**src/rtl/jtag_ir_dr_path.sv**
```systemverilog
// JTAG instruction/data-register datapath fed by an external TAP controller.
// Provides the IR, the BYPASS/IDCODE/USER data registers and the serial TDO mux.
module jtag_ir_dr_path #(
  parameter int                  IR_WIDTH   = 4,
  parameter int                  UDR_WIDTH  = 8,
  parameter logic [31:0]         IDCODE_VAL = 32'h1000_0001,
  parameter logic [IR_WIDTH-1:0] OP_IDCODE  = IR_WIDTH'(1),
  parameter logic [IR_WIDTH-1:0] OP_USER    = IR_WIDTH'(8)
) (
  input  logic                 TCK,
  input  logic                 reset,
  input  logic [3:0]           tap_state,
  input  logic                 TDI,
  input  logic [UDR_WIDTH-1:0] udr_in,
  output logic                 TDO_data,
  output logic [IR_WIDTH-1:0]  instruction,
  output logic [UDR_WIDTH-1:0] udr_out,
  output logic                 udr_update
);

  localparam logic [3:0] ST_RESET    = 4'd0;
  localparam logic [3:0] ST_CAP_DR   = 4'd3;
  localparam logic [3:0] ST_SHIFT_DR = 4'd4;
  localparam logic [3:0] ST_UPD_DR   = 4'd8;
  localparam logic [3:0] ST_CAP_IR   = 4'd10;
  localparam logic [3:0] ST_SHIFT_IR = 4'd11;
  localparam logic [3:0] ST_UPD_IR   = 4'd15;

  // The mandatory "01" pattern loaded into the IR on capture
  localparam logic [IR_WIDTH-1:0] IR_CAPTURE = IR_WIDTH'(1);

  logic [IR_WIDTH-1:0]  r_ir_sr;
  logic [IR_WIDTH-1:0]  r_instruction;
  logic                 r_bypass;
  logic [31:0]          r_id_sr;
  logic [UDR_WIDTH-1:0] r_udr_sr;
  logic [UDR_WIDTH-1:0] r_udr_out;
  logic                 r_udr_update;

  logic                 w_sel_id;
  logic                 w_sel_user;
  logic                 w_sel_byp;
  logic [IR_WIDTH-1:0]  w_ir_shift;
  logic [UDR_WIDTH:0]   w_udr_cat;
  logic [UDR_WIDTH-1:0] w_udr_shift;

  // Anything that is neither IDCODE nor USER falls through to BYPASS
  assign w_sel_id    = (r_instruction == OP_IDCODE);
  assign w_sel_user  = (r_instruction == OP_USER);
  assign w_sel_byp   = !w_sel_id && !w_sel_user;

  assign w_ir_shift  = {TDI, r_ir_sr[IR_WIDTH-1:1]};
  assign w_udr_cat   = {TDI, r_udr_sr};
  assign w_udr_shift = w_udr_cat[UDR_WIDTH:1];

  always_ff @(posedge TCK) begin
    if (reset) begin
      r_ir_sr       <= '0;
      r_instruction <= OP_IDCODE;
    end else begin
      if (tap_state == ST_CAP_IR)        r_ir_sr <= IR_CAPTURE;
      else if (tap_state == ST_SHIFT_IR) r_ir_sr <= w_ir_shift;
      if (tap_state == ST_RESET)         r_instruction <= OP_IDCODE;
      else if (tap_state == ST_UPD_IR)   r_instruction <= r_ir_sr;
    end
  end

  always_ff @(posedge TCK) begin
    if (reset) begin
      r_bypass <= 1'b0;
      r_id_sr  <= '0;
      r_udr_sr <= '0;
    end else if (tap_state == ST_CAP_DR) begin
      if (w_sel_byp)  r_bypass <= 1'b0;
      if (w_sel_id)   r_id_sr  <= IDCODE_VAL;
      if (w_sel_user) r_udr_sr <= udr_in;
    end else if (tap_state == ST_SHIFT_DR) begin
      if (w_sel_byp)  r_bypass <= TDI;
      if (w_sel_id)   r_id_sr  <= {TDI, r_id_sr[31:1]};
      if (w_sel_user) r_udr_sr <= w_udr_shift;
    end
  end

  always_ff @(posedge TCK) begin
    if (reset) begin
      r_udr_out    <= '0;
      r_udr_update <= 1'b0;
    end else begin
      r_udr_update <= (tap_state == ST_UPD_DR) && w_sel_user;
      if ((tap_state == ST_UPD_DR) && w_sel_user) r_udr_out <= r_udr_sr;
    end
  end

  always_comb begin
    TDO_data = 1'b0;
    if (tap_state == ST_SHIFT_IR) begin
      TDO_data = r_ir_sr[0];
    end else if (tap_state == ST_SHIFT_DR) begin
      if (w_sel_id)        TDO_data = r_id_sr[0];
      else if (w_sel_user) TDO_data = r_udr_sr[0];
      else                 TDO_data = r_bypass;
    end
  end

  assign instruction = r_instruction;
  assign udr_out     = r_udr_out;
  assign udr_update  = r_udr_update;

endmodule

```
**config.mk**
```make
export PLATFORM = sky130hd
export DESIGN_NAME = jtag_ir_dr_path
export DESIGN_NICKNAME = d
export VERILOG_FILES = /design/src/rtl/jtag_ir_dr_path.sv
export SDC_FILE = /design/constraint.sdc
export NUM_CORES = 1
export LEC_CHECK = 0
export BUFFER_PORTS_ARGS = -buffer_cell sky130_fd_sc_hd__buf_2
export CORE_ASPECT_RATIO = 1.75
export CORE_MARGIN = 4
export CORE_UTILIZATION = 29
export CTS_CLUSTER_SIZE = 30
export DETAILED_ROUTE_END_ITERATION = 16
export MAX_ROUTING_LAYER = met4
export PLACE_DENSITY = 0.51
export SLEW_MARGIN = 30
export SYNTH_ARGS = -nofsm -noshare
export SYNTH_HDL_FRONTEND = slang
export SYNTH_SLANG_ARGS = --single-unit
```
**constraint.sdc**
```tcl
create_clock -name TCK -period 1.75 [get_ports TCK]
set_input_delay 0.0875 -clock TCK [delete_from_list [all_inputs] [get_ports TCK]]
set_output_delay 0.0875 -clock TCK [all_outputs]
set_load 0.05 [all_outputs]
```
==> impl_results.md <==
* Clk sinks at 58
* Wire length per cell after detailed routing at 13.0 um
* Post-Syn Nets at 288
* Max IR drop VDD at 0.515 mV
* Die Width at 76.7 um
* Vias in the first global route at 1888
* Fill count at 824
* Critical Setup Path Class: flip-flop to output pin
* Routed vias/inst at 4.95
* Largest net degree at the start of global routing at 36
* Hold WC Path Type: primary input to flip-flop
* Post-Synth Adder-Cell Area at 0%
* Worst flop-to-flop path endpoint: r_id_sr[20]
* XOR/XNOR Fraction of Synth Area at 0.365%
* CORE AREA at 8020 um^2
* Hold Vio Cnt, Final at 0
* Area of the die at 9850 um^2
* # diodes at 0
* Final worst path period share at 94.1%
* Max-slew headroom at the worst pin at 53.5%
* R2R depth at 5
* First-pass GRT wire length at 9000 um
* Clock Skew at 0.00423 ns
* Worst path arrival time at 1.56 ns
* Mux cell area share after synthesis at 5.01%
* WP data required at 1.66 ns
* Final wirelength at 5140 um
* Top post-synthesis cells by area: dfxtp_1, nand2_1, a21oi_1, nand3_1, mux2i_1
* Cell taking the most area after synthesis: dfxtp_1
* Final worst path period need at 1.65 ns
* Detailed router's first-iteration violation count at 137
* Area Growth Syn to Fin at 22.1%
* Ys async rst share at 0%
* Most frequent cells after synthesis: dfxtp_1, nand2_1, a21oi_1, nand3_1, nor2_1
* Fmax at 607 MHz
* Initial core utilization at 29.9%
* Critical path capture point type: output pin
* Number of port buffers at 28
* Total track usage at 11.9%
* Crit start category: flip-flop
* Routability Congestion at 0.835
* Hold path start: udr_in[6]
* Leak pwr at 0.00110 uW
* Num CTS Buffers at 9
* Post-synth EDFFs at 0
* Inst Count DP at 381
* #FFs+latches synth at 58
* Max Cap Viol at 0
* Synthesized area at 2400 um^2
* Hold EP: r_udr_sr[6]
* Register-to-Register Setup Slack at 0.21 ns
* Register area share after synthesis at 48.4%
* Hold_buf cts at 0
* Max-slew violations at 0
* Final Instance Count excl. Fillers at 397
* Routed Antenna Nets at 0
* Syn avg cell area at 8.79 um^2
* Later-pin clock latency in the skew report at 0.32 ns
* Status: finished, final reports clean
* Simple-Gate Fraction of Synth Area at 25.7%
* Die H at 128 um
* Final setup viols at 0
* Maximum root-to-sink buffer count at 2
* Worst-Margin Slew at 0.697 ns
* Nets at 318
* Tot Pwr at 3050 uW
* Crit Reg-Reg Startpoint: instruction[1]
* H-tree depth at 3
* Post-detailed-placement half-perimeter wirelength at 3450 um
* Cells after synthesis at 273
* Worst-path clk slew at 0.05 ns
* Yosys top cell area share at 48.4%
* Crit-path max FO at 7
* Setup TNS at 0 ns
* DRC at 0
* Pwr Density at 1040 nW/um^2
* Synth Area in Compound Gates at 14.6%
* Setup crit start: instruction[0]
* CTS tree: done
* Total number of vias at 1964
* Congestion Overflow GR at 0
* Number of synthesis warnings at 0
* Hold path depth at 3
* Main combinational cell family by area after synthesis: simple AND/OR/NAND/NOR gates
* FP Rows at 43
* Share of cells above drive strength 1 at 24.8%
* Most frequent cell after synthesis: dfxtp_1
* Yosys cell types at 36
* CTS Root Cell: clkbuf_16
* Ys flop type: dfxtp_1
* # IOs at 29
* Drt first pass iters at 4
* Initial antenna violation count at 0
==> worst max-delay path, cell delays in order, from the launching register on <==
cell and delay, ns:
dfxtp_2 0.36, nor4b_4 0.33, nand2_1 0.10, nand3_1 0.11, a32o_1 0.14, buf_4 0.19
==> worst max path at each step <==
stage | end | slack (ns) | cells after the start
6_report | TDO_data | 0.10 | 5
2_1_floorplan | r_id_sr[27] | 0.01 | 5
3_3_place_gp | r_id_sr[22] | 0.13 | 5
4_1_cts | TDO_data | 0.005 | 5
5_1_grt | TDO_data | -0.01 | 5
3_5_place_dp | r_id_sr[20] | 0.13 | 5
==> cells in the final DEF (no fill, tap or decap), drive strengths merged <==
cell	synthesis	final
nor3	4	4
a211oi	2	2
a311oi	7	7
o21ai	2	2
nand2	48	48
dfxtp	58	58
clkinv	0	1
nor2	29	29
a21oi	35	35
nor4b	4	4
buf	14	40
nand4bb	1	1
nor2b	1	1
a32o	1	1
mux2i	12	12
o21a	2	2
and2	3	3
and4bb	1	1
o31ai	1	1
o32ai	1	1
inv	2	2
nand3	34	34
xnor2	1	1
clkbuf	7	13
a211o	1	1
clkinvlp	0	1
a21o	1	1
nand4	1	1
==> cell families after synthesis <==
kind of cell | after synthesis
simple gates | 126
flops | 58
compound gates | 53
buf+inv | 23
mux | 12
xor+xnor | 1
==> power by group <==
part	switching (uW)	internal, uW	leakage [uW]
sequential	5.76	1330	0.000469
clock	555	1020	0.000132
combinational	92.1	49.9	0.000498
total	653	2400	0.00110
==> stage by stage <==
stage	util (%)	cell area [um^2]	hold slack, ns	worst slack (ns)
after floorplan	-	2400	0.239	0.0141
after global placement	32.8	2630	0.368	0.129
after detailed placement	32.8	2630	0.369	0.127
after CTS	36.3	2910	0.0247	0.00498
after global routing	36.5	2930	0.0379	-0.0143
final	36.5	2930	0.0352	0.103
==> layout make-up <==
type	instances	area (um^2)	area share, %
well taps	90	113	3.85
flip-flops and latches	58	1170	39.8
clock inverters	2	12.5	0.427
inverters	2	7.51	0.256
clock buffers	13	260	8.89
multi-input cells	192	1110	37.9
repair buffers	40	258	8.80
==> registers in the layout (all words and copies together), names as in the netlist <==
| signal | count |
|---|---|
| instruction | 4 |
| udr_out | 8 |
| udr_update | 1 |
| r_udr_sr | 8 |
| r_ir_sr | 4 |
| r_bypass | 1 |
| r_id_sr | 32 |
==> timing repair <==
action                                  4_1_cts  5_1_grt
gates cloned                                  0        0
endpoints found under the setup margin        1        1
gates resized for setup                       3        3
buffers inserted                              0        1
==> per-layer routing <==
| metal | global-route usage [%] | share of wire [%] | vias to the layer above |
|---|---|---|---|
| met5 | - | 0 | - |
| met4 | 6.72 | 2.7 | 0 |
| met3 | 3.94 | 3.5 | 11 |
| met2 | 19.8 | 51 | 24 |
| met1 | 12.4 | 43 | 924 |
| li1 | - | - | 1005 |
Note: power is estimated with default switching activity, not from simulation.
